===== src/rtl/hld_pulse_monitor_if.sv =====
// Signal bundle between the hold-pulse source/configuration side and the monitor.
// The monitor takes the slave view; whoever drives Ctrl_HLD and the targets takes the master view.
interface hld_pulse_monitor_if #(
    parameter int W = 8
);
    logic         en;
    logic         M;
    logic         Ctrl_HLD;
    logic [W-1:0] exp_high;
    logic [W-1:0] exp_period;
    logic [W-1:0] tol;
    logic [W-1:0] meas_high;
    logic [W-1:0] meas_period;
    logic         meas_valid;
    logic         hld_err;
    logic         hld_lock;

    modport master (
        output en, M, Ctrl_HLD, exp_high, exp_period, tol,
        input  meas_high, meas_period, meas_valid, hld_err, hld_lock
    );

    modport slave (
        input  en, M, Ctrl_HLD, exp_high, exp_period, tol,
        output meas_high, meas_period, meas_valid, hld_err, hld_lock
    );
endinterface


===== src/rtl/hld_pulse_monitor.sv =====
// Receive-side checker for the DLL hold-control pulse: synchronises Ctrl_HLD, measures
// its high width and rise-to-rise period, and tracks hold-lock for the calibration sequencer.
module hld_pulse_monitor #(
    parameter int W      = 8,
    parameter int LOCK_N = 4,
    parameter int LOSS_N = 2
) (
    input  logic               clk,
    input  logic               rst_n,
    hld_pulse_monitor_if.slave bus
);
    localparam int GW = $clog2(LOCK_N + 1);
    localparam int BW = $clog2(LOSS_N + 1);
    localparam logic [W-1:0] CNT_MAX = '1;

    typedef enum logic [1:0] {IDLE, ACQ, MEAS, LOCKED} state_t;

    state_t        state, state_nxt;
    logic          sync_p0, hld_s, hld_d, m_q;
    logic          rise, fall, m_chg, timeout, good;
    logic [W-1:0]  cyc_cnt, cyc_cnt_nxt;
    logic [W-1:0]  high_pend, high_pend_nxt;
    logic          fall_seen, fall_seen_nxt;
    logic [GW-1:0] good_cnt, good_cnt_nxt;
    logic [BW-1:0] bad_cnt, bad_cnt_nxt;
    logic [W-1:0]  meas_high, meas_high_nxt;
    logic [W-1:0]  meas_period, meas_period_nxt;
    logic          meas_valid, meas_valid_nxt;
    logic          hld_err, hld_err_nxt;
    logic          hld_lock, hld_lock_nxt;

    function automatic logic [W-1:0] sat_inc(input logic [W-1:0] x);
        return (x == CNT_MAX) ? x : x + 1'b1;
    endfunction

    // Deviation is formed one bit wider than the operands so it can never wrap.
    function automatic logic within_tol(input logic [W-1:0] a, input logic [W-1:0] b,
                                        input logic [W-1:0] t);
        logic [W:0] ea, eb, d;
        ea = {1'b0, a};
        eb = {1'b0, b};
        d  = (ea >= eb) ? ea - eb : eb - ea;
        return d <= {1'b0, t};
    endfunction

    assign rise    = hld_s & ~hld_d;
    assign fall    = ~hld_s & hld_d;
    assign m_chg   = (bus.M != m_q);
    assign timeout = (cyc_cnt == CNT_MAX);
    assign good    = fall_seen
                   && within_tol(cyc_cnt, bus.exp_period, bus.tol)
                   && within_tol(high_pend, bus.exp_high, bus.tol);

    always_comb begin
        state_nxt       = state;
        cyc_cnt_nxt     = sat_inc(cyc_cnt);
        high_pend_nxt   = high_pend;
        fall_seen_nxt   = fall_seen;
        good_cnt_nxt    = good_cnt;
        bad_cnt_nxt     = bad_cnt;
        meas_high_nxt   = meas_high;
        meas_period_nxt = meas_period;
        meas_valid_nxt  = 1'b0;
        hld_err_nxt     = 1'b0;
        hld_lock_nxt    = hld_lock;

        // A rise restarts the period count; a stuck-high period reports a zero high width.
        if (rise) begin
            cyc_cnt_nxt   = W'(1);
            high_pend_nxt = '0;
            fall_seen_nxt = 1'b0;
        end else if (fall) begin
            high_pend_nxt = cyc_cnt;
            fall_seen_nxt = 1'b1;
        end

        if (!bus.en || state == IDLE) begin
            state_nxt     = bus.en ? ACQ : IDLE;
            cyc_cnt_nxt   = '0;
            high_pend_nxt = '0;
            fall_seen_nxt = 1'b0;
            good_cnt_nxt  = '0;
            bad_cnt_nxt   = '0;
            hld_lock_nxt  = 1'b0;
        end else if (m_chg) begin
            state_nxt    = ACQ;
            good_cnt_nxt = '0;
            bad_cnt_nxt  = '0;
            hld_lock_nxt = 1'b0;
        end else if (timeout && state != ACQ) begin
            state_nxt    = ACQ;
            good_cnt_nxt = '0;
            bad_cnt_nxt  = '0;
            hld_lock_nxt = 1'b0;
            hld_err_nxt  = 1'b1;
        end else if (rise) begin
            if (state == ACQ) begin
                state_nxt = MEAS;
            end else begin
                meas_valid_nxt  = 1'b1;
                meas_period_nxt = cyc_cnt;
                meas_high_nxt   = high_pend;
                if (state == MEAS) begin
                    if (good) begin
                        good_cnt_nxt = good_cnt + 1'b1;
                        if (good_cnt == GW'(LOCK_N - 1)) begin
                            state_nxt    = LOCKED;
                            hld_lock_nxt = 1'b1;
                            bad_cnt_nxt  = '0;
                        end
                    end else begin
                        good_cnt_nxt = '0;
                        hld_err_nxt  = 1'b1;
                    end
                end else if (good) begin
                    bad_cnt_nxt = '0;
                end else begin
                    hld_err_nxt = 1'b1;
                    if (bad_cnt == BW'(LOSS_N - 1)) begin
                        state_nxt    = MEAS;
                        hld_lock_nxt = 1'b0;
                        good_cnt_nxt = '0;
                        bad_cnt_nxt  = '0;
                    end else begin
                        bad_cnt_nxt = bad_cnt + 1'b1;
                    end
                end
            end
        end
    end

    always_ff @(posedge clk or negedge rst_n) begin
        if (!rst_n) begin
            sync_p0     <= 1'b0;
            hld_s       <= 1'b0;
            hld_d       <= 1'b0;
            m_q         <= 1'b0;
            state       <= IDLE;
            cyc_cnt     <= '0;
            high_pend   <= '0;
            fall_seen   <= 1'b0;
            good_cnt    <= '0;
            bad_cnt     <= '0;
            meas_high   <= '0;
            meas_period <= '0;
            meas_valid  <= 1'b0;
            hld_err     <= 1'b0;
            hld_lock    <= 1'b0;
        end else begin
            sync_p0     <= bus.Ctrl_HLD;
            hld_s       <= sync_p0;
            hld_d       <= hld_s;
            m_q         <= bus.M;
            state       <= state_nxt;
            cyc_cnt     <= cyc_cnt_nxt;
            high_pend   <= high_pend_nxt;
            fall_seen   <= fall_seen_nxt;
            good_cnt    <= good_cnt_nxt;
            bad_cnt     <= bad_cnt_nxt;
            meas_high   <= meas_high_nxt;
            meas_period <= meas_period_nxt;
            meas_valid  <= meas_valid_nxt;
            hld_err     <= hld_err_nxt;
            hld_lock    <= hld_lock_nxt;
        end
    end

    assign bus.meas_high   = meas_high;
    assign bus.meas_period = meas_period;
    assign bus.meas_valid  = meas_valid;
    assign bus.hld_err     = hld_err;
    assign bus.hld_lock    = hld_lock;
endmodule

===== src/flat_wrapper.sv =====
// flat-port wrapper written by rule: the top's interface ports become plain ports
module hld_pulse_monitor_flat 
#(
    parameter int W      = 8,
    parameter int LOCK_N = 4,
    parameter int LOSS_N = 2
)
  (clk, rst_n, bus_en, bus_M, bus_Ctrl_HLD, bus_exp_high, bus_exp_period, bus_tol, bus_meas_high, bus_meas_period, bus_meas_valid, bus_hld_err, bus_hld_lock);
  hld_pulse_monitor_if #(.W(W)) bus_i ();
  input  logic clk;
  input  logic rst_n;
  input wire logic [$bits(bus_i.en)-1:0] bus_en;
  input wire logic [$bits(bus_i.M)-1:0] bus_M;
  input wire logic [$bits(bus_i.Ctrl_HLD)-1:0] bus_Ctrl_HLD;
  input wire logic [$bits(bus_i.exp_high)-1:0] bus_exp_high;
  input wire logic [$bits(bus_i.exp_period)-1:0] bus_exp_period;
  input wire logic [$bits(bus_i.tol)-1:0] bus_tol;
  output wire logic [$bits(bus_i.meas_high)-1:0] bus_meas_high;
  output wire logic [$bits(bus_i.meas_period)-1:0] bus_meas_period;
  output wire logic [$bits(bus_i.meas_valid)-1:0] bus_meas_valid;
  output wire logic [$bits(bus_i.hld_err)-1:0] bus_hld_err;
  output wire logic [$bits(bus_i.hld_lock)-1:0] bus_hld_lock;
  assign bus_i.en = bus_en;
  assign bus_i.M = bus_M;
  assign bus_i.Ctrl_HLD = bus_Ctrl_HLD;
  assign bus_i.exp_high = bus_exp_high;
  assign bus_i.exp_period = bus_exp_period;
  assign bus_i.tol = bus_tol;
  assign bus_meas_high = bus_i.meas_high;
  assign bus_meas_period = bus_i.meas_period;
  assign bus_meas_valid = bus_i.meas_valid;
  assign bus_hld_err = bus_i.hld_err;
  assign bus_hld_lock = bus_i.hld_lock;
  hld_pulse_monitor #(.W(W), .LOCK_N(LOCK_N), .LOSS_N(LOSS_N)) u_core (.clk(clk), .rst_n(rst_n), .bus(bus_i));
endmodule

===== config.mk =====
export PLATFORM = sky130hd
export DESIGN_NAME = hld_pulse_monitor_flat
export DESIGN_NICKNAME = d
export VERILOG_FILES = /design/src/rtl/hld_pulse_monitor_if.sv /design/src/rtl/hld_pulse_monitor.sv /design/src/flat_wrapper.sv
export SDC_FILE = /design/constraint.sdc
export NUM_CORES = 1
export LEC_CHECK = 0
export BUFFER_PORTS_ARGS = -buffer_cell sky130_fd_sc_hd__buf_2
export CORE_AREA = 2 2 85 87
export DETAILED_ROUTE_END_ITERATION = 8
export DIE_AREA = 0 0 87 89
export MAX_ROUTING_LAYER = met4
export PLACE_DENSITY = 0.89
export SYNTH_ARGS = -nofsm -noshare
export SYNTH_HDL_FRONTEND = slang
export SYNTH_SLANG_ARGS = --single-unit

===== constraint.sdc =====
create_clock -name clk -period 5.63 [get_ports clk]
set_input_delay 1.126 -clock clk [delete_from_list [all_inputs] [get_ports clk]]
set_output_delay 1.126 -clock clk [all_outputs]
set_load 0.02 [all_outputs]

==> results of run 1 <==
worst paths after layout:
kind                            slack [ps]                       startpoint                              to  cells after the start
worst min register to register         360         u_core.sync_p0$_DFF_PN0_          u_core.hld_s$_DFF_PN0_                      0
max in group asynchronous             3990                            rst_n    u_core.fall_seen$_DFFE_PN0P_                      1
min in group asynchronous             1000                            rst_n    u_core.bus.hld_err$_DFF_PN0_                      1
worst max-delay path                   560                  bus_exp_high[2]  u_core.good_cnt[0]$_DFFE_PN0P_                     22
worst min-delay path                   360         u_core.sync_p0$_DFF_PN0_          u_core.hld_s$_DFF_PN0_                      0
worst max register to register        1040  u_core.high_pend[2]$_DFFE_PN0P_  u_core.good_cnt[0]$_DFFE_PN0P_                     20
state kept, by name, summed over array words and instances (netlist names):
name,flops
u_core.bad_cnt,2
u_core.m_q,1
u_core.state,2
u_core.bus.meas_valid,1
u_core.cyc_cnt,8
u_core.sync_p0,1
u_core.bus.hld_lock,1
u_core.high_pend,8
u_core.bus.meas_period,8
u_core.hld_d,1
u_core.fall_seen,1
u_core.bus.hld_err,1
u_core.good_cnt,3
u_core.hld_s,1
u_core.bus.meas_high,8
per-layer routing:
| metal | vias up | wire [µm] |
|---|---|---|
| met5 | - | 0 |
| met4 | 0 | 136 |
| met3 | 18 | 509 |
| met2 | 130 | 4300 |
| met1 | 1592 | 3940 |
| li1 | 1593 | - |
stage by stage:
stage	setup slack (ps)	std cells	total power [mW]	hold WS [ps]	utilization [%]
after detailed placement	329	547	0.520	340	61.4
after global placement	371	547	0.514	333	61.4
final	565	555	0.749	363	62.8
after CTS	611	555	0.748	365	62.8
after global routing	131	555	0.785	369	62.8
after floorplan	877	435	0.471	331	-
placed cells by master (no fill, tap or decap), types with 5 or more instances in the layout:
master | netlist | layout
a211oi_1 | 5 | 5
nand2_1 | 28 | 28
nand2b_1 | 6 | 6
o21ai_0 | 36 | 36
nand3_1 | 8 | 8
ha_1 | 55 | 55
mux2_2 | 5 | 5
xor2_1 | 6 | 6
a21o_1 | 13 | 13
clkbuf_8 | 0 | 5
a31oi_1 | 7 | 7
a21oi_1 | 24 | 24
nand3b_1 | 5 | 5
dfrtp_1 | 47 | 47
nor2b_1 | 8 | 8
nand4_1 | 9 | 9
inv_1 | 54 | 54
mux2i_1 | 12 | 12
xnor2_1 | 8 | 8
nor2_1 | 24 | 24
buf_2 | 4 | 47
nor3_1 | 6 | 6
a22oi_1 | 8 | 8
cell type report:
cell class / instances / area, µm² / share of cell area (%)
multi-input cells: 317 / 2400 / 56.8
clock inverters: 3 / 27.5 / 0.652
well taps: 80 / 100 / 2.37
flip-flops and latches: 47 / 1180 / 27.9
inverters: 54 / 203 / 4.80
clock buffers: 5 / 68.8 / 1.63
repair buffers: 49 / 250 / 5.93
power breakdown:
group          total, mW  leakage, nW  switching [mW]  internal (mW)
logic              0.167         1.40          0.0986         0.0681
clock network      0.232       0.0467           0.139         0.0924
registers          0.350        0.644         0.00649          0.344
total              0.749         2.09           0.244          0.504
cell families (layout without fill, tap and decap cells):
| kind of cell | after synthesis | count (layout) | share of synthesized area [%] |
|---|---|---|---|
| multiplexers | 17 | 17 | 4.55 |
| buffers and inverters | 71 | 111 | 7.87 |
| XOR/XNOR | 14 | 14 | 3.16 |
| AND/OR/NAND/NOR | 107 | 107 | 14.0 |
| AO/OA/AOI/OAI | 120 | 120 | 20.3 |
| adder cells (fa/ha/maj) | 59 | 59 | 19.8 |
| flip-flops | 47 | 47 | 30.3 |
worst reg2reg max path, cell delays in order (launching register included):
cell	delay (ps)
dfrtp_1	440
ha_1	420
a21oi_4	190
a21oi_2	80
or3_1	380
a21o_1	360
mux2i_1	320
nand2_1	90
nand2_1	70
a21oi_1	80
xnor2_1	150
ha_1	310
nand4_1	120
o22ai_1	150
o2bb2ai_1	130
o31ai_1	120
a311oi_4	380
nand2_4	110
nor3_1	380
nor2_1	90
a31oi_1	150
==> results.sh, run 1 <==
export IMPL_gr_total_overflow=0
export IMPL_setup_tns_ps=0
export IMPL_dp_final_hpwl_um=6800
export IMPL_drt_pass1_iterations=5
export IMPL_cp_cell_sequence="buf_2 -> inv_1 -> ha_1 -> a21oi_4 -> a21oi_2 -> or3_1 -> a21o_1 -> mux2i_1 -> nand2_1 -> nand2_1 -> a21oi_1 -> xnor2_1 -> ha_1 -> nand4_1 -> o22ai_1 -> o2bb2ai_1 -> o31ai_1 -> a311oi_4 -> nand2_4 -> nor3_1 -> nor2_1 -> a31oi_1"
export IMPL_grt_pass1_vias=3142
export IMPL_syn_area_per_cell_um2=8.92
export IMPL_synthArstFlopShare_pct=100
export IMPL_syn_cell_area_um2=3880
export IMPL_dr_total_vias=3333
export IMPL_fin_crit_ps=5070
export IMPL_ys_seq_elements=47
export IMPL_die_area_um2=7740
export IMPL_drt_total_wl_um=8880
export IMPL_die_w_um=87
export IMPL_post_cts_resized=0
export IMPL_syn_nets=523
export IMPL_drc_errors=0
export IMPL_stdcell_area_um2=4220
export IMPL_final_period_utilization_pct=90.0
export IMPL_slowest_delay_ps=400
export IMPL_cts_tree="yes"
export IMPL_synth_ff_type="dfrtp_1"
export IMPL_setup_viol=0
export IMPL_wl_per_cell_um=16.0
export IMPL_startpoint_type="input pin"
export IMPL_critPathBufInv=2
export IMPL_cts_made_buffers=5
export IMPL_root_buffer="clkbuf_8"
export IMPL_slew_headroom_pct=29.1
export IMPL_path_class="input pin to flop"
export IMPL_ys_seq_area_share_pct=30.3
export IMPL_cts_setup_buffers=0
export IMPL_worstPathArrival_ps=5300
export IMPL_die_h_um=89
export IMPL_pin_count=48
export IMPL_yosys_warnings=0
export IMPL_synth_area_top_cells="dfrtp_1, ha_1, inv_1"
export IMPL_cts_path_max_buffers=2
export IMPL_core_um2=6720
export IMPL_area_growth_pct=8.87
export IMPL_synth_edf_count=0
export IMPL_clock_latency_ps=320
export IMPL_crit_family="compound AO/OA/AOI/OAI gates"
export IMPL_rsz0062_at_grt="false"
export IMPL_fmax_ghz=0.197
export IMPL_grt_use_met1_pct=31.5
export IMPL_grt_max_degree=48
export IMPL_htree_levels=2
export IMPL_cts_hold_buf=0
export IMPL_outcome="finished clean"
export IMPL_drive_above_1_share_pct=15.2
export IMPL_grt_use_met2_pct=40.5
export IMPL_setup_worst_path_end_class="flop"
export IMPL_irDropWorstVdd_uv=147
export IMPL_placed_area_um2=4130
export IMPL_gp_congestion=0.941
export IMPL_yosysMostFrequentCell="ha_1"
export IMPL_antenna_found_initial=0
export IMPL_clock_sinks=47
export IMPL_slowest_stage="ha_1"
export IMPL_vias_per_cell=6.01
export IMPL_worst_pin_slew_ps=1060
export IMPL_antenna_left=0
export IMPL_grt_met3_usage_pct=3.60
export IMPL_top_usage_layer="met2"
export IMPL_nets=562
export IMPL_syn_inst=435
export IMPL_start_util_pct=57.7
export IMPL_synth_top_cells_by_count="ha_1, inv_1, dfrtp_1, o21ai_0, nand2_1"
export IMPL_cap_violations=0
export IMPL_power_leakage_nw=2.09
export IMPL_grt_first_pass_wirelength_um=14600
export IMPL_hold_path_class="flop to flop"
export IMPL_portBuffers=47
export IMPL_drt_iter0_drc=219
export IMPL_gr_usage_all_layers_pct=24.4
export IMPL_path_max_fanout=8
export IMPL_synth_cell_types=55
export IMPL_finalHoldViolCount=0
export IMPL_skew_ps=9.29
export IMPL_synth_top_area_share_pct=30.3
export IMPL_cts_clk_slew_worst_paths_ps=100
export IMPL_cp_required_ps=5870
export IMPL_std_cell_rows=30
export IMPL_yosysTopAreaCell="dfrtp_1"
export IMPL_drv_slew=0
export IMPL_fill_cells=546
export IMPL_n_antenna_cell=0
export IMPL_power_density_nw_per_um2=177
No activity file was read; power rests on OpenSTA's default activity.
==> run 2: changes to the inputs <==
--- a/config.mk
+++ b/config.mk
@@ -11,3 +11,2 @@
 export DIE_AREA = 0 0 87 89
-export MAX_ROUTING_LAYER = met4
 export PLACE_DENSITY = 0.89
--- a/constraint.sdc
+++ b/constraint.sdc
@@ -3,2 +3,2 @@
 set_output_delay 1.126 -clock clk [all_outputs]
-set_load 0.02 [all_outputs]
+set_load 0.01 [all_outputs]
==> run 2 against run 1 <==
First-iteration DRC count shrank 3.2%. Core utilization barely moved. Fmax shrank 0.75%. Total power up 2.5%. Flip-flop and latch count stayed put. Sequential share of layout area hardly changed. Global-route usage decreased by 0.68 points. Sequential power about the same. Final cell count fell by 0.36%. Setup slack worse by 38 ps. Clock-buffer cell count is 1 higher.
==> results.sh, run 2 (synthesis results as in run 1) <==
export IMPL_cts_made_buffers=5
export IMPL_power_density_nw_per_um2=182
export IMPL_outcome="finished clean"
export IMPL_drv_slew=0
export IMPL_final_period_utilization_pct=90.6
export IMPL_fmax_ghz=0.196
export IMPL_final_common_cell="ha_1"
export IMPL_final_cells=553
export IMPL_htree_levels=2
export IMPL_layout_common_cells="ha_1, inv_1, buf_2, dfrtp_1, o21ai_0"
export IMPL_cts_clk_slew_worst_paths_ps=90
export IMPL_pin_count=48
export IMPL_drt_iter0_drc=212
export IMPL_nets=561
export IMPL_portBuffers=47
export IMPL_area_growth_pct=8.84
export IMPL_startpoint_type="input pin"
export IMPL_final_util_pct=62.8
export IMPL_worst_slack_ps=526
export IMPL_start_util_pct=57.7
export IMPL_fin_crit_ps=5100
export IMPL_finalHoldViolCount=0
export IMPL_r2r_cells=20
export IMPL_r2r_start="u_core.high_pend[4]$_DFFE_PN0P_"
export IMPL_clock_latency_ps=310
export IMPL_dp_cells=546
export IMPL_slew_headroom_pct=28.7
export IMPL_cts_tree="yes"
export IMPL_n_antenna_cell=0
export IMPL_cts_setup_buffers=0
export IMPL_hold_path_cell_count=0
export IMPL_die_area_um2=7740
export IMPL_worst_pin_slew_ps=1070
export IMPL_drt_pass1_iterations=5
export IMPL_setup_viol=0
export IMPL_power_leakage_nw=2.09
export IMPL_path_max_fanout=8
export IMPL_stdcell_area_um2=4220
export IMPL_die_w_um=87
export IMPL_cp_required_ps=5860
export IMPL_gp_congestion=0.911
export IMPL_cts_path_max_buffers=2
export IMPL_drt_total_wl_um=8970
export IMPL_setup_worst_path_end_class="flop"
export IMPL_grt_max_degree=48
export IMPL_worstPathArrival_ps=5330
export IMPL_core_um2=6720
export IMPL_drive_above_1_share_pct=14.6
export IMPL_root_buffer="clkbuf_8"
export IMPL_wl_per_cell_um=16.2
export IMPL_cts_hold_buf=0
export IMPL_slowest_delay_ps=400
export IMPL_gr_total_overflow=0
export IMPL_drc_errors=0
export IMPL_grt_first_pass_wirelength_um=14600
export IMPL_cpMostUsedCell="mux2i_1"
export IMPL_slowest_stage="ha_1"
export IMPL_grt_pass1_vias=3171
export IMPL_std_cell_rows=30
export IMPL_path_class="input pin to flop"
export IMPL_hold_path_class="flop to flop"
export IMPL_holdWs_ps=357
export IMPL_clock_sinks=47
export IMPL_dr_total_vias=3293
export IMPL_antenna_left=0
export IMPL_hp_start="u_core.sync_p0$_DFF_PN0_"
export IMPL_setup_tns_ps=0
export IMPL_vias_per_cell=5.95
export IMPL_die_h_um=89
export IMPL_finalPower_mw=0.767
export IMPL_dp_final_hpwl_um=6910
export IMPL_antenna_found_initial=0
export IMPL_gr_usage_all_layers_pct=23.7
export IMPL_placed_area_um2=4120
export IMPL_rsz0062_at_grt="false"
export IMPL_post_cts_resized=0
export IMPL_irDropWorstVdd_uv=129
export IMPL_startpoint="bus_exp_high[2]"
export IMPL_place_ws_ps=329
export IMPL_cap_violations=0
export IMPL_cp_cell_sequence="buf_2 -> inv_1 -> ha_1 -> a21oi_4 -> a21oi_2 -> or3_1 -> a21o_1 -> mux2i_1 -> o21ai_0 -> nand2_1 -> nand2_1 -> xor2_1 -> ha_1 -> a211oi_1 -> o21ai_0 -> o2bb2ai_1 -> o31ai_1 -> a311oi_4 -> nand2_4 -> mux2i_1 -> a31oi_1 -> mux2i_1"
export IMPL_skew_ps=13.0
## run 2: cell types whose count changed in the layout (fill, tap and decap cells not counted), sizes merged
cell / delta
clkinvlp: -1
inv: -2
bufinv: +1
buf: -1
clkbuf: +1
## run 2: final timing paths
path / end / slack, ps
setup / recovery: u_core.state[0]$_DFFE_PN0P_ / 530
hold / removal: u_core.hld_s$_DFF_PN0_ / 360
setup reg to reg: u_core.state[0]$_DFFE_PN0P_ / 1010
hold reg to reg: u_core.hld_s$_DFF_PN0_ / 360
max in group asynchronous: u_core.cyc_cnt[2]$_DFFE_PN0P_ / 3960
min in group asynchronous: u_core.bus.meas_high[7]$_DFFE_PN0P_ / 1010
## run 2: report_power, final
| group | internal [mW] | leakage [nW] | switching (mW) |
|---|---|---|---|
| sequential | 0.344 | 0.644 | 0.00663 |
| combinational | 0.0675 | 1.40 | 0.0973 |
| clock | 0.131 | 0.0513 | 0.122 |
## run 2: metal layers
metal  GRT usage [%]  wire length (µm)  share of wire (%)  vias to the layer above
li1                -                 -                  -                     1594
met1            31.1              3910                 44                     1540
met2            40.6              4350                 48                      134
met3            3.60               507                5.7                       25
met4            7.24               201                2.2                        0
met5               0                 0                  0                        -
## run 2: layout make-up
type | instances | area [µm²]
fillers | 534 | 2500
flip-flops and latches | 47 | 1180
repair buffers | 48 | 243
inverters | 54 | 203
clock buffers | 6 | 72.6
multi-input cells | 317 | 2400
clock inverters | 1 | 30.0
well taps | 80 | 100
## run 2: worst max-delay path, delay by kind of cell
kind / cells / cell delay, ps
and+or+nand+nor: 4 / 620
xor gates and xnor gates: 1 / 160
buffers and inverters: 2 / 130
adders and majority gates: 2 / 610
AOI/OAI and AO/OA: 10 / 2000
muxes: 3 / 660
==> run 3: changes to the inputs <==
Settings changed: CORE_AREA 2 2 85 87 to 2 2 107 109, DIE_AREA 0 0 87 89 to 0 0 109 111, PLACE_DENSITY 0.89 to 0.63.
Clock period 5.63 ns to 5.05 ns, I/O delays scaled along.
==> run 3 against run 2 <==
Total power grew 22%. Clock skew shrank 3.0 ps. Critical endpoint unchanged. Sequential power grew 12%. Combinational power grew 30%.
==> results.sh, run 3 (synthesis results as in run 1) <==
export IMPL_grt_first_pass_wirelength_um=16100
export IMPL_layout_common_cells="inv_1, ha_1, buf_2, dfrtp_1, o21ai_0"
export IMPL_portBuffers=47
export IMPL_cts_path_max_buffers=2
export IMPL_clock_latency_ps=290
export IMPL_r2r_cells=21
export IMPL_antenna_left=0
export IMPL_antenna_found_initial=0
export IMPL_worstPathArrival_ps=5010
export IMPL_dr_total_vias=3346
export IMPL_setup_viol=0
export IMPL_fmax_ghz=0.208
export IMPL_final_common_cell="inv_1"
export IMPL_final_cells=648
export IMPL_cp_required_ps=5260
export IMPL_worst_pin_slew_ps=1090
export IMPL_worst_slack_ps=251
export IMPL_drc_errors=0
export IMPL_path_class="input pin to flop"
export IMPL_final_util_pct=42.2
export IMPL_std_cell_rows=39
export IMPL_vias_per_cell=5.16
export IMPL_finalPower_mw=0.934
export IMPL_core_um2=11100
export IMPL_die_h_um=111
export IMPL_hold_path_cell_count=0
export IMPL_gp_congestion=0.922
export IMPL_grt_max_degree=48
export IMPL_setup_worst_path_end_class="flop"
export IMPL_drv_slew=0
export IMPL_power_leakage_nw=2.27
export IMPL_irDropWorstVdd_uv=116
export IMPL_skew_ps=9.98
export IMPL_drt_iter0_drc=174
export IMPL_holdWs_ps=349
export IMPL_timing_reg2reg_setup_slack_ps=620
export IMPL_start_util_pct=35.0
export IMPL_finalHoldViolCount=0
export IMPL_r2r_end="u_core.state[0]$_DFFE_PN0P_"
export IMPL_fill_cells=1084
export IMPL_grt_pass1_vias=3338
export IMPL_wl_per_cell_um=15.0
export IMPL_min_to="u_core.hld_s$_DFF_PN0_"
export IMPL_r2r_start="u_core.cyc_cnt[0]$_DFFE_PN0P_"
export IMPL_hold_path_class="flop to flop"
export IMPL_drt_total_wl_um=9750
export IMPL_root_buffer="clkbuf_16"
export IMPL_hp_start="u_core.sync_p0$_DFF_PN0_"
export IMPL_pin_count=48
export IMPL_place_ws_ps=-261
export IMPL_path_max_fanout=8
export IMPL_power_density_nw_per_um2=200
export IMPL_dp_final_hpwl_um=7690
export IMPL_n_antenna_cell=0
export IMPL_cts_clk_slew_worst_paths_ps=60
export IMPL_drt_pass1_iterations=5
export IMPL_clock_sinks=47
export IMPL_area_growth_pct=20.6
export IMPL_startpoint_type="input pin"
export IMPL_nets=593
export IMPL_die_area_um2=12100
export IMPL_final_period_utilization_pct=95.0
export IMPL_cts_tree="yes"
export IMPL_cap_violations=0
export IMPL_dp_cells=634
export IMPL_drive_above_1_share_pct=23.2
export IMPL_gr_total_overflow=0
export IMPL_slew_headroom_pct=27.1
export IMPL_gr_usage_all_layers_pct=17.0
export IMPL_cts_made_buffers=5
export IMPL_outcome="finished clean"
export IMPL_htree_levels=2
export IMPL_die_w_um=109
export IMPL_fin_crit_ps=4800
run 3: worst max path at each step:
stage,from,endpoint,depth (start not counted)
final,bus_exp_high[4],u_core.state[0]$_DFFE_PN0P_,22
after global routing,bus_exp_high[4],u_core.state[0]$_DFFE_PN0P_,22
after CTS,bus_exp_high[4],u_core.state[0]$_DFFE_PN0P_,20
after detailed placement,bus_exp_high[4],u_core.state[0]$_DFFE_PN0P_,20
after global placement,bus_exp_high[1],u_core.state[0]$_DFFE_PN0P_,22
after floorplan,bus_exp_period[6],u_core.bad_cnt[0]$_DFFE_PN0P_,21
run 3: metal layers:
metal | up-vias | track usage (%) | part of all wire (%) | wire [µm]
met5 | - | 0 | 0 | 0
met4 | 0 | 6.84 | 3.8 | 366
met3 | 28 | 2.94 | 4.6 | 451
met2 | 92 | 27.8 | 48 | 4670
met1 | 1580 | 22.1 | 44 | 4260
li1 | 1646 | - | - | -
run 3: final cells by class:
type / count / area (µm²) / share of cell area (%)
flip-flops and latches: 47 / 1180 / 25.1
inverters: 54 / 203 / 4.33
repair buffers: 80 / 495 / 10.6
multi-input cells: 317 / 2480 / 53.1
clock inverters: 2 / 13.8 / 0.294
well taps: 143 / 179 / 3.83
clock buffers: 5 / 125 / 2.68
run 3: timing repair:
action                     4_1_cts  5_1_grt
hold buffers                     0        0
setup buffers                    0        7
setup endpoints to repair        0        8
gates resized for setup          0       20
run 3: where the power goes:
part | internal (mW) | switching, mW | total, mW
logic | 0.0942 | 0.120 | 0.214
registers | 0.384 | 0.00701 | 0.391
clock network | 0.181 | 0.148 | 0.329
run 3: worst max-delay path, cell delays in order:
cell and delay [ps]:
buf_2 110, inv_1 50, ha_2 300, a211oi_2 250, nor2_1 90, or3_1 360
a21o_4 280, mux2i_2 170, o21ai_0 140, nand2_1 90, nand2_1 100, xor2_1 210
ha_1 280, nand4_1 130, a21oi_1 70, o2bb2ai_2 160, o31ai_2 110, a311oi_4 340
nand2_4 120, mux2i_1 150, a31oi_1 250, mux2i_1 220
run 3: metrics by stage:
| stage | setup TNS (ps) | instance area, µm² |
|---|---|---|
| 2_1_floorplan | 0 | 3880 |
| 3_3_place_gp | -20.8 | 4390 |
| 3_5_place_dp | -1510 | 4390 |
| 4_1_cts | 0 | 4520 |
| 5_1_grt | -53.1 | 4680 |
| 6_report | 0 | 4680 |
